$ cat config.mk
export PLATFORM = sky130hd
export DESIGN_NAME = rs_syndrome_calc
export DESIGN_NICKNAME = d
export VERILOG_FILES = /design/src/rtl/rs_syndrome_calc.sv
export SDC_FILE = /design/constraint.sdc
export NUM_CORES = 1
export LEC_CHECK = 0
export BUFFER_PORTS_ARGS = -buffer_cell sky130_fd_sc_hd__buf_2
export CAP_MARGIN = 10
export CORE_MARGIN = 2
export CORE_UTILIZATION = 50
export CTS_CLUSTER_SIZE = 30
export DETAILED_ROUTE_END_ITERATION = 8
export HOLD_SLACK_MARGIN = 0.03
export PLACE_DENSITY = 0.66
export SLEW_MARGIN = 40
export SYNTH_ARGS = -nofsm -noshare
export SYNTH_HDL_FRONTEND = slang
export SYNTH_SLANG_ARGS = --single-unit
$ cat constraint.sdc
create_clock -name Clk -period 6 [get_ports Clk]
set_clock_uncertainty 0.2 [all_clocks]
set_input_delay 1.2 -clock Clk [delete_from_list [all_inputs] [get_ports Clk]]
set_output_delay 1.2 -clock Clk [all_outputs]
set_load 0.005 [all_outputs]
$ cat src/rtl/rs_syndrome_calc.sv
// One RS(204,188) syndrome over GF(2^8) (poly 0x11D): Horner evaluation of the
// received block at alpha^Alpha_i, one symbol per accepted clock, frozen after N symbols.
module rs_syndrome_calc #(
    parameter int N = 204
) (
    input  logic       Clk,
    input  logic       Reset,
    input  logic [7:0] Msg_Rsv,
    input  logic [4:0] Alpha_i,
    input  logic       CS,
    output logic       done,
    output logic [7:0] S_i
);

    localparam logic [7:0] LAST = 8'(N - 1);

    logic [7:0] acc;
    logic [7:0] cnt;
    logic [7:0] alpha_k;
    logic [7:0] prod;
    logic       accept;

    // Shift-and-add multiply; each doubling folds bit 8 back in via the low byte of 0x11D.
    function automatic logic [7:0] gf_mul(input logic [7:0] a, input logic [7:0] b);
        logic [7:0] p;
        logic [7:0] t;
        p = 8'h00;
        t = a;
        for (int i = 0; i < 8; i++) begin
            if (b[i]) p = p ^ t;
            t = {t[6:0], 1'b0} ^ (t[7] ? 8'h1D : 8'h00);
        end
        return p;
    endfunction

    always_comb begin
        alpha_k = 8'h01;
        case (Alpha_i)
            5'd0:  alpha_k = 8'h01;
            5'd1:  alpha_k = 8'h02;
            5'd2:  alpha_k = 8'h04;
            5'd3:  alpha_k = 8'h08;
            5'd4:  alpha_k = 8'h10;
            5'd5:  alpha_k = 8'h20;
            5'd6:  alpha_k = 8'h40;
            5'd7:  alpha_k = 8'h80;
            5'd8:  alpha_k = 8'h1D;
            5'd9:  alpha_k = 8'h3A;
            5'd10: alpha_k = 8'h74;
            5'd11: alpha_k = 8'hE8;
            5'd12: alpha_k = 8'hCD;
            5'd13: alpha_k = 8'h87;
            5'd14: alpha_k = 8'h13;
            5'd15: alpha_k = 8'h26;
            5'd16: alpha_k = 8'h4C;
            5'd17: alpha_k = 8'h98;
            5'd18: alpha_k = 8'h2D;
            5'd19: alpha_k = 8'h5A;
            5'd20: alpha_k = 8'hB4;
            5'd21: alpha_k = 8'h75;
            5'd22: alpha_k = 8'hEA;
            5'd23: alpha_k = 8'hC9;
            5'd24: alpha_k = 8'h8F;
            5'd25: alpha_k = 8'h03;
            5'd26: alpha_k = 8'h06;
            5'd27: alpha_k = 8'h0C;
            5'd28: alpha_k = 8'h18;
            5'd29: alpha_k = 8'h30;
            5'd30: alpha_k = 8'h60;
            5'd31: alpha_k = 8'hC0;
            default: alpha_k = 8'h01;
        endcase
    end

    assign prod   = gf_mul(acc, alpha_k);
    assign accept = CS && !done;

    // CS low is a pause; once done, the block is frozen until the next reset.
    always_ff @(posedge Clk or negedge Reset) begin
        if (!Reset) begin
            acc  <= 8'h00;
            cnt  <= 8'h00;
            done <= 1'b0;
        end else if (accept) begin
            acc <= prod ^ Msg_Rsv;
            if (cnt == LAST) done <= 1'b1;
            else             cnt  <= cnt + 8'd1;
        end
    end

    assign S_i = acc;

endmodule

== After elaboration in Yosys (flattened, before gate mapping) ==
Memories as Yosys holds them, arrays and structs flattened.
Index checks and enable logic that the tools add are counted.

* Flip-flop bits (word level): 17
* Memory bits (read-only): 256
* Input port bits: 16
* Word-level logic and storage cells: 41
* Memories kept: 1

* Add/sub/neg operators: 1
* Eq/ne operators: 1
* Mux-type cells: 15
* Bitwise operators: 16
* Reductions and logical operators: 4

{| class="wikitable"
|+ Memories
! name !! depth !! width !! read ports !! clocked after Yosys merged registers in !! write ports !! line !! text
|-
| (name not given) || 32 || 8 || 1 || 0 || 0 || 38 || <nowiki>case (Alpha_i)</nowiki>
|}

{| class="wikitable"
|+ Operators with widths
! cell !! number
|-
| $mux W8 || 8
|-
| $xor A8 B8 Y8 || 8
|-
| $xor A8 B5 Y8 || 7
|-
| $mux W5 || 7
|-
| $add A8 B1 Y8 const B || 1
|-
| $eq A8 B8 Y1 const B || 1
|-
| $reduce_and A2 Y1 || 2
|-
| $logic_and A1 B1 Y1 || 1
|-
| $logic_not A1 Y1 || 1
|-
| $not A1 Y1 || 1
|}

== Depth between registers and ports, before layout ==
Gate-level depths: netlist of the first run.

* Depth after elaboration: 17
* Gate-level depth with buffers: 13
* Gate-level depth less buffers: 11

== Least setup slack after synthesis of the first run ==
No wires, ideal clock.

* Path kind: input -> register
* Start: input port Alpha_i[1]
* End: register acc[3] (netlist: S_i[3])
* Arrival time: 3.447 ns
* Data required time: 5.663 ns
* Setup slack: 2.216 ns
* Stages: 12
* Cells stage by stage: buf_6 -> inv_1 -> ha_1 -> or3b_1 -> a21oi_1 -> o21ai_1 -> xor2_1 -> xnor3_1 -> xnor2_1 -> xnor2_1 -> mux2i_1 -> a21oi_1

* Word-level cells in the longest chain between the ends: 17

{| class="wikitable"
|+ RTL lines
! what !! line !! text
|-
| start: declaration || 9 || <nowiki>input logic [4:0] Alpha_i,</nowiki>
|-
| $mem_v2 Z32 W8 * || n/a ||
|-
| $mux W8 || 30 || <nowiki>if (b[i]) p = p ^ t;</nowiki>
|-
| $xor A8 B8 Y8 || 30 ||
|-
| $mux W8 || 30 ||
|-
| $xor A8 B8 Y8 || 30 ||
|-
| $mux W8 || 30 ||
|-
| $xor A8 B8 Y8 || 30 ||
|-
| $mux W8 || 30 ||
|-
| $xor A8 B8 Y8 || 30 ||
|-
| $mux W8 || 30 ||
|-
| $xor A8 B8 Y8 || 30 ||
|-
| $mux W8 || 30 ||
|-
| $xor A8 B8 Y8 || 30 ||
|-
| $mux W8 || 30 ||
|-
| $xor A8 B8 Y8 || 30 ||
|-
| $mux W8 * || 30 ||
|-
| $xor A8 B8 Y8 * || 85 || <nowiki>acc <= prod ^ Msg_Rsv;</nowiki>
|-
| end signal: assignment || 85 ||
|-
| end: declaration || 17 || <nowiki>logic [7:0] acc;</nowiki>
|}

Every way passes the cells marked *; elsewhere a longest branch is shown, timed or not.
A chain may end at the register's enable or synchronous reset.

== Worst setup path after layout of the first run ==
* Start: input port Alpha_i[1]
* End: register acc[0] (netlist: S_i[0])

The elaborated chain is that of the path after synthesis.

==> impl_metrics.py, run 1 <==
metrics = {
    "power": {
        "p_seq_share_pct": 16.3,
        "p_per_area_mw_per_mm2": 701,
        "p_clk_share_pct": 4.3,
        "leakage_nw": 1.14,
        "total_power_mw": 1.95,
        "power.net_switching_mw": 0.975,
        "p_int_mw": 0.977,
        "combinationalPowerShare_pct": 79.4,
        "switching_share_pct": 49.9,
        "peakVddDrop_mv": 0.288,
    },
    "logic_synthesis": {
        "synth-main-ff-cell": "dfrtp_1",
        "synth.net_count": 355,
        "synth-edff-count": 0,
        "async_flop_share_pct": 100,
        "yosysSeqAreaShare_pct": 15.9,
        "synth_cell_type_count": 64,
        "synth_area_sq_mm": 0.00268,
        "synth.avg_cell_area_sq_um": 8.12,
        "yosys_warnings": 0,
        "netlist_instances": 330,
        "ys_seq_elements": 17,
    },
    "sta": {
        "tns_ns": 0,
        "hold_violations": 0,
        "setup_viol": 0,
        "fmax_mhz": 242,
        "rsz0062_at_grt": "false",
        "worst_pin_slew_ns": 0.832,
        "drv_slew": 0,
        "period_share_pct": 68.9,
        "period_needed_ns": 4.13,
        "maxSlewHeadroom_pct": 44.4,
    },
    "global_routing": {
        "grt_pass1_vias": 2137,
        "grt_pass1_wl_mm": 10.7,
        "overflow": 0,
        "grt_usage_pct": 22.0,
        "antenna_found_initial": 0,
        "grt_max_degree": 34,
    },
    "critical_path": {
        "crit_family": "XOR/XNOR gates",
        "max_stage_delay_ns": 0.40,
        "r2r_setup_slack_ns": 2.76,
        "rr_worst_depth": 9,
        "crit_path_frequent_cell": "nand2_1",
        "critical_path.max_fanout": 14,
        "crit_path_start_kind": "input pin",
        "crit_slowest_cell": "o21ai_0",
        "crit_path_cell_trace": "buf_2 > inv_1 > ha_1 > nor3b_1 > o21ai_0 > nand2_1 > nand2_1 > xnor2_2 > xnor3_1 > xnor2_1 > mux2i_1 > a21oi_1",
        "cp.depth": 12,
        "worstPathBufferInverterCount": 2,
        "arrival_ns": 4.04,
        "required_ns": 5.91,
        "crit_path_end_kind": "flop",
        "worstSetupPathType": "in2reg",
    },
    "detailed_routing": {
        "antenna_left": 0,
        "wl_per_cell_microns": 15.8,
        "first_iter_violations": 115,
        "via_count": 2313,
        "dr.pass1.iters": 4,
        "viasPerCell": 5.71,
        "drc": 0,
        "wirelength_mm": 6.41,
    },
    "place": {
        "dpl.hpwl_mm": 4.83,
        "portBuffers": 24,
        "gp_congestion": 0.867,
    },
    "die": {
        "core_area_sq_mm": 0.00514,
        "die-area_sq_mm": 0.00596,
        "die_h_microns": 77.2,
        "initial_core_util_pct": 52.1,
        "die-width_microns": 77.2,
        "fp-row-count": 26,
        "io_pins": 25,
    },
    "clock_network": {
        "root_buffer": "clkbuf_8",
        "clk_path_buf_depth": 2,
        "clkTransAtPathRegs_ns": 0.07,
        "post_cts_buffers": 0,
        "clock_latency_ns": 0.25,
        "clock-sinks": 17,
        "ctsHoldBuffers": 0,
        "htree_levels": 1,
        "cts_tree": "done",
        "cts_inserted_buffers": 3,
        "cts_resized": 0,
    },
    "outcome": {
        "outcome": "finished, final reports clean",
    },
    "hold_path": {
        "whs_path_depth": 1,
        "hp-class": "reg2reg",
    },
    "final_layout": {
        "drive_above_1_share_pct": 12.5,
        "area_growth_pct": 3.97,
        "final_nets": 361,
        "antenna_cells": 0,
    },
    "flow_run": {
        "drv_cap": 0,
    },
}
## final timing paths
kind | startpoint | end
setup / recovery | Alpha_i[1] | S_i[0]
hold / removal | cnt[7] | cnt[7]
setup reg to reg | S_i[6] | S_i[3]
hold reg to reg | cnt[7] | cnt[7]
max in group asynchronous | Reset | cnt[6]
min in group asynchronous | Reset | S_i[7]
## registers in the layout, indices dropped and copies added (netlist names)
name,flops
done,1
cnt,8
S_i,8
## kinds of logic (layout without fill, tap and decap cells)
group / Yosys count / in the layout / synth area share [%]
AO/OA/AOI/OAI: 63 / 63 / 16.8
adder cells (fa/ha/maj): 9 / 9 / 4.20
AND/OR/NAND/NOR: 120 / 120 / 23.4
flip-flops: 17 / 17 / 15.9
multiplexers: 12 / 12 / 5.04
XOR/XNOR: 78 / 78 / 28.1
buffers and inverters: 31 / 36 / 6.63
## layer usage
metal / GRT usage (%) / part of all wire [%] / vias up
li1: - / - / 1157
met1: 29.2 / 46 / 1096
met2: 39.4 / 49 / 54
met3: 2.35 / 3.7 / 6
met4: 3.04 / 1.3 / 0
met5: 0 / 0 / -
## Yosys cell counts, types with 2 or more instances
library cell / count / area [sq um]
o21ai_1: 2 / 10.0
a221o_1: 2 / 20.0
xnor2_1: 55 / 482
a211oi_1: 2 / 15.0
a211o_1: 3 / 26.3
nor2b_1: 10 / 62.6
xnor3_1: 2 / 45.0
nor3b_1: 6 / 45.0
o21ai_0: 7 / 35.0
nand2_1: 43 / 161
o32ai_1: 3 / 26.3
nand3_1: 12 / 60.1
nand2b_1: 6 / 37.5
xor2_1: 18 / 158
or2b_1: 2 / 15.0
o31ai_1: 5 / 37.5
mux2i_1: 9 / 90.1
nor4bb_1: 2 / 20.0
a21o_1: 3 / 22.5
nand4_1: 4 / 25.0
and3_1: 3 / 18.8
nor2_1: 14 / 52.6
buf_2: 9 / 45.0
inv_1: 8 / 30.0
dfrtp_1: 17 / 425
a21oi_1: 22 / 110
nor4_1: 3 / 18.8
ha_1: 9 / 113
nor3_1: 4 / 20.0
buf_4: 5 / 37.5
clkbuf_1: 4 / 15.0
buf_6: 4 / 45.0
## cell usage in the layout, fill, tap and decap left out, types with 2 or more instances in the layout
cell,n
xnor3_1,2
o31ai_1,5
o21ai_1,2
inv_1,8
a21o_1,3
nor2b_1,10
a211o_1,3
nand3_1,12
nand2_1,43
nor3b_1,6
dfrtp_1,17
nand2b_1,6
nor4_1,3
nand4_1,4
nor2_1,14
a21oi_1,22
mux2i_1,9
o32ai_1,3
o21ai_0,7
nor3_1,4
xor2_1,18
xnor2_1,55
a211oi_1,2
nor4bb_1,2
ha_1,9
or2b_1,2
clkbuf_8,3
buf_2,24
and3_1,3
a221o_1,2
## final cells by class
class                      instances  area (sq um)
clock buffer                       3          41.3
clock inverter                     1          5.00
fill                             543          2350
inverter                           8          30.0
multi-input combinational        282          2080
sequential                        17           425
tap                               70          87.6
timing repair buffer              24           120
## stage by stage
stage | area [sq um] | instances | setup WS [ns] | utilization (%) | hold slack, ns
floorplan | 2680 | 330 | 2.22 | - | 0.245
global placement | 2740 | 401 | 1.65 | 53.3 | 0.268
detailed placement | 2740 | 401 | 1.59 | 53.3 | 0.262
CTS | 2790 | 405 | 1.85 | 54.2 | 0.282
global route | 2790 | 405 | 1.66 | 54.2 | 0.302
finish | 2790 | 405 | 1.87 | 54.2 | 0.278
## power groups by stage
stage	Combinational, mW	Sequential, mW	Clock (mW)
after floorplan	1.37	0.220	0
after detailed placement	1.55	0.319	0
after global routing	1.70	0.330	0.0923
final	1.55	0.318	0.0836
after CTS	1.55	0.317	0.0867
after global placement	1.52	0.316	0
Note: power is estimated with default switching activity, not from simulation.
==> run 2: changes to the inputs <==
==> constraint.sdc (replaced) <==
create_clock -name Clk -period 4.25 [get_ports Clk]
set_clock_uncertainty 0.2 [all_clocks]
set_input_delay 0.85 -clock Clk [delete_from_list [all_inputs] [get_ports Clk]]
set_output_delay 0.85 -clock Clk [all_outputs]
set_load 0.005 [all_outputs]
==> impl_metrics.py, run 2 (same netlist as run 1, synthesis figures left out) <==
metrics = {
    "hold_path": {
        "hp-class": "reg2reg",
    },
    "power": {
        "p_per_area_mw_per_mm2": 979,
        "peakVddDrop_mv": 0.387,
        "leakage_nw": 1.17,
    },
    "clock_network": {
        "clock_latency_ns": 0.25,
        "clk_path_buf_depth": 2,
        "cts_inserted_buffers": 3,
        "cts_tree": "done",
        "cts_resized": 0,
        "htree_levels": 1,
        "clock-sinks": 17,
        "ctsHoldBuffers": 0,
        "clkTransAtPathRegs_ns": 0.07,
        "root_buffer": "clkbuf_8",
        "post_cts_buffers": 0,
    },
    "sta": {
        "period_needed_ns": 3.69,
        "fmax_mhz": 271,
        "setup_viol": 0,
        "maxSlewHeadroom_pct": 51.2,
        "tns_ns": 0,
        "rsz0062_at_grt": "false",
        "drv_slew": 0,
        "setup_slack_ns": 0.556,
        "hold_violations": 0,
        "worst_pin_slew_ns": 0.730,
        "whs_ns": 0.288,
        "period_share_pct": 86.9,
    },
    "flow_run": {
        "drv_cap": 0,
    },
    "place": {
        "dpl.hpwl_mm": 4.86,
        "post-place-ws_ns": 0.294,
        "portBuffers": 24,
        "gp_congestion": 0.860,
        "dpl_cell_area_sq_mm": 0.00278,
    },
    "global_routing": {
        "grt_pass1_vias": 2084,
        "overflow": 0,
        "antenna_found_initial": 0,
        "grt_max_degree": 34,
        "grt_pass1_wl_mm": 10.6,
        "grt_usage_pct": 21.9,
    },
    "detailed_routing": {
        "via_count": 2276,
        "drc": 0,
        "dr.pass1.iters": 4,
        "wl_per_cell_microns": 15.4,
        "first_iter_violations": 125,
        "antenna_left": 0,
        "wirelength_mm": 6.30,
        "viasPerCell": 5.55,
    },
    "final_layout": {
        "final_nets": 366,
        "most-common-layout-cells": "xnor2_1, nand2_1, buf_2",
        "antenna_cells": 0,
        "multiInputGateArea_sq_mm": 0.00208,
        "final_util_pct": 55.1,
        "drive_above_1_share_pct": 14.1,
        "regArea_sq_um": 425,
        "final_area_sq_mm": 0.00283,
        "fillers": 541,
        "final_common_cell": "xnor2_1",
        "area_growth_pct": 5.65,
    },
    "critical_path": {
        "worstSetupPathType": "in2reg",
        "crit_path_start_kind": "input pin",
        "arrival_ns": 3.60,
        "required_ns": 4.16,
        "crit_path_end_kind": "flop",
        "critical_path.max_fanout": 14,
    },
    "die": {
        "die-width_microns": 77.2,
        "fp-row-count": 26,
        "die-area_sq_mm": 0.00596,
        "die_h_microns": 77.2,
        "core_area_sq_mm": 0.00514,
        "initial_core_util_pct": 52.1,
        "io_pins": 25,
    },
    "outcome": {
        "outcome": "finished, final reports clean",
    },
}
==> run 2: cell count changes in the layout (fill, tap and decap cells not counted) <==
cell    previous run  this run
buf_4              0         5
xor2_2             0         1
xor2_1            18        17
==> run 2: worst paths after layout <==
kind / from / end / slack [ns] / cells after the start
min in group asynchronous: Reset / S_i[4] / 0.31 / 1
worst min register to register: cnt[7] / cnt[7] / 0.29 / 1
worst min-delay path: cnt[7] / cnt[7] / 0.29 / 1
max in group asynchronous: Reset / cnt[1] / 3.26 / 1
worst max register to register: S_i[5] / S_i[3] / 1.26 / 9
worst max-delay path: Alpha_i[1] / S_i[0] / 0.56 / 12
==> run 2: where the power goes <==
part / leakage [nW] / internal (mW) / total (mW) / switching (mW)
combinational: 0.934 / 1.09 / 2.25 / 1.16
clock: 0.0255 / 0.0650 / 0.122 / 0.0570
sequential: 0.209 / 0.241 / 0.397 / 0.156
==> run 2: routing by layer <==
metal  vias to the layer above  part of all wire (%)  global-route usage, %
li1                       1159                     -                      -
met1                      1082                    46                   29.7
met2                        35                    51                   39.2
met3                         0                   2.4                   2.24
met4                         0                     0                   1.07
met5                         -                     0                      0
==> run 2: cell type report <==
cell class                      instances  share of cell area [%]
Clock inverter                          1                   0.177
Sequential cell                        17                    15.0
Clock buffer                            3                    1.46
Tap cell                               70                    3.09
Timing Repair Buffer                   29                    5.57
Multi-Input combinational cell        282                    73.6
Inverter                                8                    1.06
==> run 2: critical path, cell delays in order <==
cell,delay [ns]
buf_2,0.23
inv_1,0.15
ha_1,0.28
nor3b_1,0.16
o21ai_0,0.40
nand2_1,0.30
nand2_1,0.19
xnor2_2,0.13
xnor3_1,0.35
xnor2_1,0.27
mux2i_1,0.21
a21oi_1,0.08
==> run 2: per-stage QoR <==
| stage | std cells | total power, mW |
|---|---|---|
| after floorplan | 330 | 2.24 |
| after detailed placement | 406 | 2.65 |
| after global routing | 410 | 3.02 |
| after CTS | 410 | 2.78 |
| final | 410 | 2.77 |
| after global placement | 406 | 2.61 |
==> run 3: changes to the inputs <==
--- a/config.mk
+++ b/config.mk
@@ -9,9 +9,9 @@
 export CAP_MARGIN = 10
 export CORE_MARGIN = 2
 export CORE_UTILIZATION = 50
-export CTS_CLUSTER_SIZE = 30
 export DETAILED_ROUTE_END_ITERATION = 8
 export HOLD_SLACK_MARGIN = 0.03
+export MAX_ROUTING_LAYER = met4
 export PLACE_DENSITY = 0.66
 export SLEW_MARGIN = 40
 export SYNTH_ARGS = -nofsm -noshare
==> impl_metrics.py, run 3 (same netlist as run 1, synthesis figures left out) <==
metrics = {
    "die": {
        "die_h_microns": 77.2,
        "die-width_microns": 77.2,
        "fp-row-count": 26,
        "initial_core_util_pct": 52.1,
        "io_pins": 25,
        "die-area_sq_mm": 0.00596,
        "core_area_sq_mm": 0.00514,
    },
    "critical_path": {
        "crit_path_start_kind": "input pin",
        "crit_path_cell_trace": "buf_2 > inv_1 > ha_1 > nor3b_1 > o21ai_0 > nand2_1 > nand2_1 > xnor2_2 > xnor3_1 > xnor2_1 > mux2i_1 > a21oi_1",
        "crit_path_frequent_cell": "nand2_1",
        "rr_worst_depth": 9,
        "reg2reg_from": "S_i[5]",
        "crit_family": "XOR/XNOR gates",
        "max_stage_delay_ns": 0.38,
        "worstSetupPathType": "in2reg",
        "r2r_setup_slack_ns": 1.24,
        "critical_path.max_fanout": 14,
        "worstPathBufferInverterCount": 2,
        "crit_path_end_kind": "flop",
        "crit_slowest_cell": "o21ai_0",
        "arrival_ns": 3.59,
        "r2r_end": "S_i[3]",
        "required_ns": 4.16,
    },
    "detailed_routing": {
        "antenna_left": 0,
        "wirelength_mm": 6.33,
        "first_iter_violations": 112,
        "dr.pass1.iters": 4,
        "via_count": 2296,
        "viasPerCell": 5.60,
        "drc": 0,
        "wl_per_cell_microns": 15.4,
    },
    "sta": {
        "hold_violations": 0,
        "whs_ns": 0.286,
        "worst_pin_slew_ns": 0.724,
        "setup_viol": 0,
        "maxSlewHeadroom_pct": 51.6,
        "period_share_pct": 86.5,
        "period_needed_ns": 3.68,
        "tns_ns": 0,
        "fmax_mhz": 272,
        "drv_slew": 0,
        "rsz0062_at_grt": "false",
    },
    "global_routing": {
        "grt_max_degree": 34,
        "grt_pass1_vias": 2085,
        "grt_pass1_wl_mm": 10.6,
        "antenna_found_initial": 0,
        "grt_usage_pct": 22.5,
        "overflow": 0,
    },
    "hold_path": {
        "hp-class": "reg2reg",
        "whs_path_depth": 1,
        "hold_path_end": "cnt[7]",
        "min-delay-start": "cnt[7]",
    },
    "clock_network": {
        "htree_levels": 1,
        "cts_tree": "done",
        "clock_latency_ns": 0.25,
        "clk_path_buf_depth": 2,
        "clock-sinks": 17,
        "cts_inserted_buffers": 3,
        "cts_resized": 0,
        "root_buffer": "clkbuf_8",
        "post_cts_buffers": 0,
        "ctsHoldBuffers": 0,
        "clkTransAtPathRegs_ns": 0.07,
    },
    "power": {
        "peakVddDrop_mv": 0.385,
        "p_seq_share_pct": 14.3,
        "p_int_mw": 1.40,
        "p_per_area_mw_per_mm2": 979,
        "combinationalPowerShare_pct": 81.3,
        "leakage_nw": 1.17,
        "switching_share_pct": 49.5,
        "p_clk_share_pct": 4.4,
        "power.net_switching_mw": 1.37,
    },
    "place": {
        "portBuffers": 24,
        "gp_congestion": 0.874,
        "dpl.hpwl_mm": 4.86,
    },
    "final_layout": {
        "final_util_pct": 55.1,
        "final_common_cell": "xnor2_1",
        "area_growth_pct": 5.65,
        "drive_above_1_share_pct": 14.1,
        "most-common-layout-cells": "xnor2_1, nand2_1, buf_2",
        "final_nets": 366,
        "antenna_cells": 0,
    },
    "outcome": {
        "outcome": "finished, final reports clean",
    },
    "flow_run": {
        "drv_cap": 0,
    },
}
[run 3: cell counts in the layout (fill, tap and decap cells not counted)]
No cell type changed its count.
[run 3: stage by stage]
| step | setup slack, ns | instance area [sq um] | instances | total power, mW |
|---|---|---|---|---|
| floorplan | 0.816 | 2680 | 330 | 2.24 |
| global placement | 0.344 | 2780 | 406 | 2.61 |
| detailed placement | 0.294 | 2780 | 406 | 2.65 |
| CTS | 0.567 | 2820 | 410 | 2.78 |
| global route | 0.366 | 2830 | 410 | 3.02 |
| finish | 0.572 | 2830 | 410 | 2.77 |
[run 3: cell type report]
class	instances	area, sq um
clock buffers	3	41.3
flip-flops and latches	17	425
fillers	541	2310
well taps	70	87.6
multi-input cells	282	2080
inverters	8	30.0
clock inverters	1	5.00
repair buffers	29	158
[run 3: worst max path at each step]
| stage | from | endpoint | cells past startpoint |
|---|---|---|---|
| floorplan | Alpha_i[1] | S_i[3] | 12 |
| global placement | Alpha_i[0] | S_i[0] | 12 |
| detailed placement | Alpha_i[1] | S_i[0] | 12 |
| CTS | Alpha_i[1] | S_i[0] | 12 |
| global route | Alpha_i[1] | S_i[0] | 12 |
| finish | Alpha_i[1] | S_i[0] | 12 |
[run 3: power groups by stage]
stage | Clock (mW) | Sequential [mW] | Combinational, mW
floorplan | 0 | 0.310 | 1.93
global placement | 0 | 0.393 | 2.22
detailed placement | 0 | 0.399 | 2.25
CTS | 0.124 | 0.395 | 2.26
global route | 0.131 | 0.414 | 2.48
finish | 0.122 | 0.397 | 2.25
[run 3: worst reg2reg max path: cells and delay by family, from the launching register on]
| family | cells | cell delay (ns) |
|---|---|---|
| flops | 1 | 0.70 |
| mux | 1 | 0.21 |
| compound gates | 2 | 0.23 |
| xor+xnor | 6 | 1.52 |
[run 3: metal layers]
| metal | global-route usage, % | vias to the layer above | share of wire [%] |
|---|---|---|---|
| met5 | - | - | 0 |
| met4 | 1.07 | 0 | 0.25 |
| met3 | 2.24 | 2 | 3.2 |
| met2 | 39.4 | 39 | 51 |
| met1 | 29.6 | 1097 | 45 |
| li1 | - | 1158 | - |
